$ cat src/rtl/word_bit_serializer_if.sv
// ---------------------------------------------------------------------------
// word_bit_serializer_if
//   Bundles the word-side valid/ready handshake and the bit-side framed
//   stream of the word bit serializer.
//
//   Signals
//     in_valid   producer -> serializer  in_data holds a word
//     in_ready   serializer -> producer  word can be accepted this cycle
//     in_data    producer -> serializer  WIDTH-bit word, MSB sent first
//     bit_out    serializer -> consumer  serial data bit
//     bit_valid  serializer -> consumer  bit_out carries a word bit
//     bit_first  serializer -> consumer  first bit of a word
//     bit_last   serializer -> consumer  last bit of a word
//     busy       serializer -> consumer  a word is being shifted out
//
//   Modports
//     master : the side that drives words in and watches the bit stream
//     slave  : the serializer itself
// ---------------------------------------------------------------------------
interface word_bit_serializer_if #(
   parameter int WIDTH = 8
);
   logic             in_valid;
   logic             in_ready;
   logic [WIDTH-1:0] in_data;
   logic             bit_out;
   logic             bit_valid;
   logic             bit_first;
   logic             bit_last;
   logic             busy;

   modport master (
      output in_valid,
      output in_data,
      input  in_ready,
      input  bit_out,
      input  bit_valid,
      input  bit_first,
      input  bit_last,
      input  busy
   );

   modport slave (
      input  in_valid,
      input  in_data,
      output in_ready,
      output bit_out,
      output bit_valid,
      output bit_first,
      output bit_last,
      output busy
   );
endinterface

$ cat src/rtl/word_bit_serializer.sv
// ---------------------------------------------------------------------------
// word_bit_serializer
//   Parallel-to-serial front end for the serial mod-5 divisibility checker.
//   Words are accepted over a valid/ready handshake and emitted one bit per
//   clock, MSB first, with bit_first/bit_last framing so the checker can
//   restart its remainder per word and sample its result on the last bit.
//   in_ready is raised during the last bit of a word so back-to-back words
//   stream with no idle cycle in between.
//
//   Parameters
//     WIDTH  bits per input word (1..32)
//     CNT_W  width of the remaining-bit counter (derived, do not override)
//
//   Ports
//     clk    rising-edge clock
//     reset  synchronous, active-high reset
//     bus    word_bit_serializer_if.slave (handshake in, framed stream out)
//
//   Build option
//     SER_SKIP_LZ_EN  when defined, leading zero bits of each word are
//                     skipped; an all-zero word emits a single 0 bit marked
//                     both first and last. Leading zeros never change a
//                     mod-5 remainder, so checker results are unaffected.
// ---------------------------------------------------------------------------
module word_bit_serializer #(
   parameter int WIDTH = 8,
   parameter int CNT_W = $clog2(WIDTH + 1)
) (
   input  logic                  clk,
   input  logic                  reset,
   word_bit_serializer_if.slave  bus
);

   typedef enum logic {
      IDLE  = 1'b0,
      SHIFT = 1'b1
   } state_t;

   localparam logic [CNT_W-1:0] LAST_CNT = CNT_W'(WIDTH - 1);
   localparam logic [CNT_W-1:0] CNT_ONE  = CNT_W'(1);

   state_t           state_p0, state_nx;
   logic [WIDTH-1:0] sreg_p0, sreg_nx;
   logic [CNT_W-1:0] cnt_p0, cnt_nx;
   logic             first_p0, first_nx;

   logic             last_bit;
   logic             accept;
   logic [WIDTH-1:0] load_sreg;
   logic [CNT_W-1:0] load_cnt;

`ifdef SER_SKIP_LZ_EN
   // Index of the highest set bit; an all-zero word maps to index 0 so it
   // still emits exactly one (zero) bit.
   function automatic logic [CNT_W-1:0] msb_index(input logic [WIDTH-1:0] d);
      logic [CNT_W-1:0] idx;
      idx = '0;
      for (int i = 0; i < WIDTH; i++) begin
         if (d[i]) idx = CNT_W'(i);
      end
      return idx;
   endfunction

   // Left-justify the word so its highest set bit sits at the shift MSB.
   function automatic logic [WIDTH-1:0] align_msb(input logic [WIDTH-1:0] d,
                                                  input logic [CNT_W-1:0] idx);
      return d << (WIDTH - 1 - int'(idx));
   endfunction
`endif

   // ---- capture path: what a newly accepted word loads ----
   always_comb begin
`ifdef SER_SKIP_LZ_EN
      load_cnt  = msb_index(bus.in_data);
      load_sreg = align_msb(bus.in_data, load_cnt);
`else
      load_cnt  = LAST_CNT;
      load_sreg = bus.in_data;
`endif
   end

   // cnt_p0 holds the number of bits still to come after the current one,
   // so the current bit is the last when it reaches zero.
   assign last_bit     = (state_p0 == SHIFT) && (cnt_p0 == '0);
   assign bus.in_ready = !reset && ((state_p0 == IDLE) || last_bit);
   assign accept       = bus.in_valid && bus.in_ready;

   // ---- next-state logic ----
   always_comb begin
      state_nx = state_p0;
      sreg_nx  = sreg_p0;
      cnt_nx   = cnt_p0;
      first_nx = 1'b0;
      case (state_p0)
         IDLE: begin
            if (accept) begin
               state_nx = SHIFT;
               sreg_nx  = load_sreg;
               cnt_nx   = load_cnt;
               first_nx = 1'b1;
            end
         end
         SHIFT: begin
            if (last_bit) begin
               if (accept) begin
                  // chain straight into the next word, no idle cycle
                  sreg_nx  = load_sreg;
                  cnt_nx   = load_cnt;
                  first_nx = 1'b1;
               end else begin
                  state_nx = IDLE;
                  sreg_nx  = '0;
                  cnt_nx   = '0;
               end
            end else begin
               sreg_nx = sreg_p0 << 1;
               cnt_nx  = cnt_p0 - CNT_ONE;
            end
         end
         default: begin
            state_nx = IDLE;
            sreg_nx  = '0;
            cnt_nx   = '0;
         end
      endcase
   end

   // ---- stage p0: shift state registers ----
   always_ff @(posedge clk) begin
      if (reset) begin
         state_p0 <= IDLE;
         sreg_p0  <= '0;
         cnt_p0   <= '0;
         first_p0 <= 1'b0;
      end else begin
         state_p0 <= state_nx;
         sreg_p0  <= sreg_nx;
         cnt_p0   <= cnt_nx;
         first_p0 <= first_nx;
      end
   end

   // ---- outputs, decoded straight from p0 registers ----
   assign bus.bit_valid = (state_p0 == SHIFT);
   assign bus.bit_out   = bus.bit_valid && sreg_p0[WIDTH-1];
   assign bus.bit_first = first_p0;
   assign bus.bit_last  = last_bit;
   assign bus.busy      = bus.bit_valid;

endmodule
$ cat src/flat_wrapper.sv
// flat-port wrapper written by rule: the top's interface ports become plain ports
module word_bit_serializer_flat 
#(
   parameter int WIDTH = 8,
   parameter int CNT_W = $clog2(WIDTH + 1)
)
  (clk, reset, bus_in_valid, bus_in_data, bus_in_ready, bus_bit_out, bus_bit_valid, bus_bit_first, bus_bit_last, bus_busy);
  word_bit_serializer_if #(.WIDTH(WIDTH)) bus_i ();
  input  logic clk;
  input  logic reset;
  input wire logic [$bits(bus_i.in_valid)-1:0] bus_in_valid;
  input wire logic [$bits(bus_i.in_data)-1:0] bus_in_data;
  output wire logic [$bits(bus_i.in_ready)-1:0] bus_in_ready;
  output wire logic [$bits(bus_i.bit_out)-1:0] bus_bit_out;
  output wire logic [$bits(bus_i.bit_valid)-1:0] bus_bit_valid;
  output wire logic [$bits(bus_i.bit_first)-1:0] bus_bit_first;
  output wire logic [$bits(bus_i.bit_last)-1:0] bus_bit_last;
  output wire logic [$bits(bus_i.busy)-1:0] bus_busy;
  assign bus_i.in_valid = bus_in_valid;
  assign bus_i.in_data = bus_in_data;
  assign bus_in_ready = bus_i.in_ready;
  assign bus_bit_out = bus_i.bit_out;
  assign bus_bit_valid = bus_i.bit_valid;
  assign bus_bit_first = bus_i.bit_first;
  assign bus_bit_last = bus_i.bit_last;
  assign bus_busy = bus_i.busy;
  word_bit_serializer #(.WIDTH(WIDTH), .CNT_W(CNT_W)) u_core (.clk(clk), .reset(reset), .bus(bus_i));
endmodule
$ cat config.mk
export PLATFORM = sky130hd
export DESIGN_NAME = word_bit_serializer_flat
export DESIGN_NICKNAME = d
export VERILOG_FILES = /design/src/rtl/word_bit_serializer_if.sv /design/src/rtl/word_bit_serializer.sv /design/src/flat_wrapper.sv
export SDC_FILE = /design/constraint.sdc
export NUM_CORES = 1
export LEC_CHECK = 0
export ABC_AREA = 0
export CELL_PAD_IN_SITES_DETAIL_PLACEMENT = 0
export CELL_PAD_IN_SITES_GLOBAL_PLACEMENT = 2
export CORE_MARGIN = 5
export CORE_UTILIZATION = 31
export DETAILED_ROUTE_END_ITERATION = 16
export PLACE_DENSITY = 0.84
export SETUP_SLACK_MARGIN = 0.3
export SLEW_MARGIN = 20
export SYNTH_ARGS = -nofsm -noshare
export SYNTH_HDL_FRONTEND = slang
export SYNTH_SLANG_ARGS = --single-unit
$ cat constraint.sdc
create_clock -name clk -period 3.3 [get_ports clk]
set_input_delay 0.33 -clock clk [delete_from_list [all_inputs] [get_ports clk]]
set_output_delay 0.33 -clock clk [all_outputs]
set_load 0.05 [all_outputs]
# Yosys cells after proc, flatten, opt, wreduce, memory -nomap -nowiden

Index checks and enable logic that the tools add are counted.

Flip-flop bits (word level): 14
Input bits: 11
Output and inout port bits: 6
Logic and storage cells: 27

Add/subtract/negate cells: 1
Equal/unequal tests: 1
Muxes and demuxes: 13
Bitwise operators: 1
Reductions and logical operators: 7

Operators with widths:

| kind                | number |
|---|---|
| $mux 8              | 3 |
| $pmux 8 s2          | 1 |
| $mux 4              | 2 |
| $pmux 4 s2          | 1 |
| $logic_and 1x1->1   | 4 |
| $logic_not 4->1     | 1 |
| $pmux 1 s2          | 2 |
| $sub 4x1->4 const B | 1 |
| $mux 1              | 3 |
| $mux 3              | 1 |
| $ne 2x1->1 const B  | 1 |
| $logic_not 1->1     | 1 |
| $logic_or 1x1->1    | 1 |
| $not 1->1           | 1 |

# Longest topological paths before layout

Gate-level depths: netlist (run 1).

Depth after elaboration: 8
Mapped depth: 5
Mapped depth without buffers: 5

# Worst setup path before layout (run 1)

Ideal clock, no wire load.

Path type: register to output
Start point: register u_core.state_p0 (netlist: u_core.bus.bit_valid)
End point: output bus_bit_last
Arrival: 1.891 ns
Data required time: 2.970 ns
Setup slack: 1.079 ns
Cell stages (with the launch flop): 4
Buffers on the path: 1
Cells stage by stage: dfxtp_1 -> clkinv_1 -> clkbuf_1 -> nor2_1

Longest elaborated chain between the ends: 1

RTL lines:

| item                   | line                       | source |
|---|---|---|
| from (decl)            | word_bit_serializer.sv:42  | `state_t state_p0, state_nx;` |
| from (signal assigned) | word_bit_serializer.sv:136 | `state_p0 <= state_nx;` |
| $logic_and 1x1->1      | word_bit_serializer.sv:84  | `assign last_bit = (state_p0 == SHIFT) && (cnt_p0 == '0);` |
| to (decl)              | flat_wrapper.sv:17         | `output wire logic [$bits(bus_i.bit_last)-1:0] bus_bit_last;` |

Every way passes these cells.

# Worst setup path in the final report (run 1)

Start point: register u_core.cnt_p0[0]
End point: output bus_bit_last

Longest elaborated chain between the ends: 2

RTL lines:

| item                   | line                       | source |
|---|---|---|
| from (decl)            | word_bit_serializer.sv:44  | `logic [CNT_W-1:0] cnt_p0, cnt_nx;` |
| from (signal assigned) | word_bit_serializer.sv:138 | `cnt_p0 <= cnt_nx;` |
| $logic_not 4->1        | word_bit_serializer.sv:84  |  |
| $logic_and 1x1->1      | word_bit_serializer.sv:84  |  |

Every way passes these cells.

==> impl_metrics.csv, run 1 <==
group,metric,value,unit
run_status,status,"finished clean",
clocking,numCtsBuffers,3,
sta,rsz0062_at_grt,"false",
sta,finalCriticalPeriod,2550,ps
clocking,numClockSinks,14,
synth,synthesis.nets,97,
final_layout,syn_to_final_growth,27.1,%
floorplanning,core,0.00243,sq mm
synth,synth_top_family_by_area,"compound AO/OA/AOI/OAI gates",
worst_setup_path,crit_path_max_fanout,5,
clocking,cts.htree.levels,1,
sta,tns,0,ps
global_routing,antenna_found_initial,0,
route,vias,682,
final_layout,nFillCells,260,
synth,syn_area,767,sq um
final_layout,fin_util,0.401,
sta,fin_ws,750,ps
sta,whs,460,ps
synth,synth_cell_types,30,
synth,synthAdderAreaFrac,0.0326,
worst_setup_path,cp_data_required_time,2970,ps
sta,fin_crit_sh,0.773,
sta,hold_viol_final,0,
synth,synth-xor-area-share,0,
sta,fmax,392,MHz
sta,slew_headroom,0.669,
sta,slew_viol_final,0,
clocking,post_cts_resized,0,
worst_setup_path,start_kind,"flip-flop",
route,ant_nets,0,
final_layout,antennaDiodeCount,0,
clocking,cts.hold.buffers_added,0,
final_layout,nets,115,
placed_design,place_area,952,sq um
power,power.total,430,uW
route,post_drt_wl_per_cell,13.2,um
clocking,cts_tree,"done",
global_routing,grt_usage,0.111,
synth,ys_seq_area_frac,0.365,
clocking,clockRootBuffer,"clkbuf_4",
synth,synth_compound_area_frac,0.228,
power,power_density,441,mW/mm^2
sta,fin_skew,1.51,ps
job,cap_viol_max_count,0,
route,first_pass_iters,2,
route,drt-initial-drc-count,4,
sta,setup_viol,0,
placed_design,finalWeightedCongestion,0.671,
final_layout,drive_gt1_frac,0.150,
synth,ys_seq_elements,14,
floorplanning,io_pins,17,
final_layout,design_area,975,sq um
worst_setup_path,crit_type,"flip-flop to primary output",
final_layout,fin_cells,130,
global_routing,grt_start_max_net_pins,17,
synth,yosys_warnings,0,
placed_design,placed_cells,127,
worst_setup_path,cp-end-kind,"primary output",
global_routing,grt_pass1_vias,702,
global_routing,grt_pass1_wl,3.06,mm
clocking,cts_buffer_depth,2,
worst_setup_path,worstPathArrival,2220,ps
synth,synth.area.mux_share,0.0979,
route,wl,1.71,mm
synth,syn_area_per_cell,9.13,sq um
hold_path,hold_class,"flip-flop to flip-flop",
route,viasPerCell,5.25,
clocking,cts.reportedPaths.clkPinSlew,80,ps
floorplanning,start_util,0.315,
placed_design,dp_hpwl,1.25,mm
sta,tightest_slew,495,ps
power,p_leak,0.359,nW
power,vdd_drop_max,200,uV
synth,netlist_instances,84,
synth,yosys.area_share.simple,0.210,
clocking,clk_latency,270,ps
clocking,cts_setup_buffers,0,
floorplanning,die_w,59.7,um
placed_design,dp_slack,1040,ps
route,drc,0,
floorplanning,die_area,0.00357,sq mm
floorplanning,die_h,59.7,um
global_routing,gr-total-overflow,0,
floorplanning,rows,18,
placed_design,io_buffers,16,
-- state kept, by name, summed over array words and instances (netlist names) --
register              cells
u_core.bus.bit_valid      1
u_core.cnt_p0             4
u_core.bus.bit_first      1
u_core.sreg_p0            8
-- placed cells by master (no fill, tap or decap) --
cell type and count:
and2_1 1, mux2_4 1, clkbuf_4 3, a2bb2oi_1 1, nor3_1 9, o211ai_1 2
or3b_4 1, a32oi_1 1, mux2i_1 6, nand4b_1 1, buf_4 3, nand2b_1 1
a21oi_1 5, inv_1 3, nor2b_2 1, a211oi_1 3, clkinv_1 1, nor2_1 11
a21bo_2 1, or2_2 1, dfxtp_1 14, a221oi_2 1, nand2_1 4, clkdlybuf4s50_1 16
a2111oi_2 2, a2111oi_1 4, nor3b_2 1, ha_1 2
-- path summary, 6_finish.rpt --
path                                  startpoint                             end  slack, ps  cells after the start
setup / recovery   u_core.cnt_p0[0]$_SDFFE_PP0P_                    bus_bit_last        750                      5
hold / removal    u_core.sreg_p0[0]$_SDFFE_PP0P_  u_core.sreg_p0[0]$_SDFFE_PP0P_        460                      2
setup reg to reg   u_core.cnt_p0[0]$_SDFFE_PP0P_  u_core.sreg_p0[2]$_SDFFE_PP0P_       1600                      5
hold reg to reg   u_core.sreg_p0[0]$_SDFFE_PP0P_  u_core.sreg_p0[0]$_SDFFE_PP0P_        460                      2
-- synthesized netlist by cell type, drive strengths merged --
cell type / number / area share
a2bb2oi: 1 / 0.011
mux2i: 6 / 0.078
nand2b: 1 / 0.0082
clkinv: 1 / 0.0049
nor2: 11 / 0.054
nor2b: 1 / 0.011
dfxtp: 14 / 0.37
nor3b: 1 / 0.016
o211ai: 2 / 0.020
a21bo: 1 / 0.013
inv: 3 / 0.015
a21oi: 5 / 0.033
clkbuf: 2 / 0.0098
and2: 1 / 0.0082
or3b: 1 / 0.015
nand4b: 1 / 0.011
mux2: 1 / 0.020
buf: 4 / 0.036
a32oi: 1 / 0.011
a221oi: 1 / 0.020
a2111oi: 6 / 0.091
nor3: 9 / 0.059
nand2: 4 / 0.020
or2: 1 / 0.0082
ha: 2 / 0.033
a211oi: 3 / 0.029
-- power by group --
part	leakage, nW	internal [mW]	switching (mW)
Sequential	0.116	0.186	0.0136
Combinational	0.229	0.0631	0.0743
Clock	0.0138	0.0422	0.0511
-- layout make-up --
class / count / area, sq um / share of cell area
flip-flops and latches: 14 / 280 / 0.288
multi-input cells: 60 / 437 / 0.448
well taps: 30 / 37.5 / 0.0385
repair buffers: 19 / 183 / 0.187
inverters: 4 / 15.0 / 0.0154
clock buffers: 3 / 22.5 / 0.0231
-- per-layer routing --
layer  vias to the layer above  track usage  routed length (um)
met4                         0       0.0475                  25
met1                       327        0.143                 861
met3                         2       0.0151                  56
li1                        342            -                   -
met2                        11        0.182                 769
met5                         -            0                   0
-- critical path, cell delays in order, from the launching register on --
cell and delay (ps):
dfxtp_1 330, inv_1 110, ha_1 190, or3b_4 420, nor2_1 100, clkdlybuf4s50_1 800
-- kinds of logic (layout without fill, tap and decap cells) --
logic type	Yosys count	in the layout
simple gates	31	31
flops	14	14
fa+ha+maj	2	2
mux	7	7
compound gates	20	20
buf+inv	10	26
Note: power is estimated with default switching activity, not from simulation.
==> inputs of run 2 (changes only) <==
--- a/config.mk
+++ b/config.mk
@@ -9,9 +9,9 @@
 export CELL_PAD_IN_SITES_DETAIL_PLACEMENT = 0
 export CELL_PAD_IN_SITES_GLOBAL_PLACEMENT = 2
 export CORE_MARGIN = 5
-export CORE_UTILIZATION = 31
+export CORE_UTILIZATION = 26
 export DETAILED_ROUTE_END_ITERATION = 16
-export PLACE_DENSITY = 0.84
+export PLACE_DENSITY = 0.76
 export SETUP_SLACK_MARGIN = 0.3
 export SLEW_MARGIN = 20
 export SYNTH_ARGS = -nofsm -noshare
==> constraint.sdc (replaced) <==
create_clock -name clk -period 2.15 [get_ports clk]
set_input_delay 0.215 -clock clk [delete_from_list [all_inputs] [get_ports clk]]
set_output_delay 0.215 -clock clk [all_outputs]
set_load 0.05 [all_outputs]
==> run 2 against run 1 <==
Against the previous run: clock skew grew 1.7 ps; clock power up 53%; first-iteration DRC count increased to 2.5 times the previous value; setup slack got worse by 350 ps; register-to-register slack got worse by 1200 ps; combinational power grew 75%; largest cell class unchanged; via count decreased by 0.29%; final cell count up 4.6%; cell area up 6.9%.
==> impl_metrics.csv, run 2 (synthesis results as in run 1) <==
group,metric,value,unit
run_status,status,"finished clean",
final_layout,layout.cells.most_common_list,"12 x dfxtp_1, 11 x clkdlybuf4s50_1, 9 x nor3_1",
worst_setup_path,crit_chain,"inv_2 > ha_2 > or3b_4 > nor2_4 > buf_12",
sta,fmax,570,MHz
floorplanning,die_area,0.00414,sq mm
power,power_density,662,mW/mm^2
floorplanning,die_h,64.3,um
worst_setup_path,start_kind,"flip-flop",
power,vdd_drop_max,356,uV
global_routing,grt_usage,0.0973,
sta,tightest_slew,497,ps
clocking,cts.reportedPaths.clkPinSlew,80,ps
worst_setup_path,worst_path_dominant_cell_family,"simple AND/OR/NAND/NOR gates",
floorplanning,rows,19,
global_routing,grt_start_max_net_pins,16,
worst_setup_path,worstPathArrival,1540,ps
worst_setup_path,critPathBufInv,2,
worst_setup_path,max_stage_delay,420,ps
route,viasPerCell,5.00,
clocking,numClockSinks,14,
final_layout,reg_top3,"u_core.sreg_p0: 8 flops, u_core.cnt_p0: 4 flops",
floorplanning,start_util,0.276,
final_layout,nets,120,
route,drt-initial-drc-count,10,
final_layout,syn_to_final_growth,35.9,%
route,ant_nets,0,
final_layout,fin_cells,136,
route,post_drt_wl_per_cell,13.6,um
sta,slew_headroom,0.668,
final_layout,final_common_cell,"dfxtp_1",
placed_design,io_buffers,16,
clocking,numCtsBuffers,3,
worst_setup_path,crit_slowest_cell,"or3b_4",
route,vias,680,
sta,finalCriticalPeriod,1750,ps
worst_setup_path,crit_type,"flip-flop to primary output",
floorplanning,core,0.00278,sq mm
global_routing,grt_use_met3,0.0210,
global_routing,antenna_found_initial,0,
placed_design,dp_hpwl,1.36,mm
clocking,cts.htree.levels,1,
route,wl,1.85,mm
placed_design,placed_cells,130,
worst_setup_path,crit_path_max_fanout,4,
global_routing,use_met2,0.143,
worst_setup_path,cp-end-kind,"primary output",
final_layout,drive_gt1_frac,0.286,
hold_path,hold_class,"flip-flop to flip-flop",
clocking,cts_tree,"done",
sta,tns,0,ps
clocking,cts_buffer_depth,2,
floorplanning,die_w,64.3,um
route,first_pass_iters,4,
sta,rsz0062_at_grt,"false",
final_layout,design_area,0.00104,sq mm
clocking,clk_latency,270,ps
floorplanning,io_pins,17,
worst_setup_path,r2r_slack,420,ps
final_layout,top_register,"u_core.sreg_p0",
final_layout,antennaDiodeCount,0,
global_routing,busiest_layer,"met2",
clocking,cts.hold.buffers_added,0,
placed_design,finalWeightedCongestion,0.724,
power,p_leak,0.400,nW
route,drc,0,
sta,fin_crit_sh,0.816,
final_layout,largest_register_ffs,8,
global_routing,met1_usage,0.131,
global_routing,gr-total-overflow,0,
global_routing,grt_pass1_vias,716,
sta,fin_skew,3.24,ps
worst_setup_path,cp_data_required_time,1930,ps
placed_design,place_area,981,sq um
clocking,clockRootBuffer,"clkbuf_4",
job,cap_viol_max_count,0,
sta,hold_viol_final,0,
sta,setup_viol,0,
power,power.total,690,uW
global_routing,grt_pass1_wl,3.25,mm
sta,slew_viol_final,0,
run 2: worst min-delay path, delay by kind of cell, from the launching register on:
family,cells,cell delay (ps)
AND/OR/NAND/NOR,1,50
flip-flops,1,320
AO/OA/AOI/OAI,1,50
run 2: timing repair:
action | in CTS | in global routing
gates resized for setup | 6 | 6
endpoints found under the setup margin | 5 | 4
setup buffers | 0 | 3
cloned | 0 | 0
run 2: per-stage QoR:
step | hold slack [ps] | setup slack, ps | util
2_1_floorplan | 284 | 258 | -
3_3_place_gp | 448 | 419 | 0.353
3_5_place_dp | 456 | 378 | 0.353
4_1_cts | 468 | 289 | 0.363
5_1_grt | 498 | 322 | 0.375
6_report | 464 | 395 | 0.375
run 2: path summary, 6_finish.rpt:
check                            startpoint                             end  cells after the start
min reg2reg  u_core.sreg_p0[0]$_SDFFE_PP0P_  u_core.sreg_p0[0]$_SDFFE_PP0P_                      2
max reg2reg   u_core.cnt_p0[0]$_SDFFE_PP0P_   u_core.cnt_p0[1]$_SDFFE_PP0P_                      6
min          u_core.sreg_p0[0]$_SDFFE_PP0P_  u_core.sreg_p0[0]$_SDFFE_PP0P_                      2
max           u_core.cnt_p0[0]$_SDFFE_PP0P_                    bus_bit_last                      5
run 2: metal layers:
layer | vias to the layer above | part of all wire | routed length (um)
li1 | 349 | - | -
met1 | 321 | 0.51 | 944
met2 | 8 | 0.44 | 817
met3 | 2 | 0.038 | 71
met4 | 0 | 0.010 | 19
met5 | - | 0 | 0
run 2: layout make-up:
class,count,area [sq um]
clock buffers,3,22.5
multi-input cells,60,452
inverters,4,15.0
flip-flops and latches,14,283
fillers,288,1740
repair buffers,24,231
well taps,31,38.8
run 2: where the power goes:
part	total, mW	internal, mW	switching (mW)	leakage, nW
sequential	0.306	0.286	0.0201	0.117
combinational	0.240	0.115	0.125	0.269
clock	0.143	0.0647	0.0785	0.0138
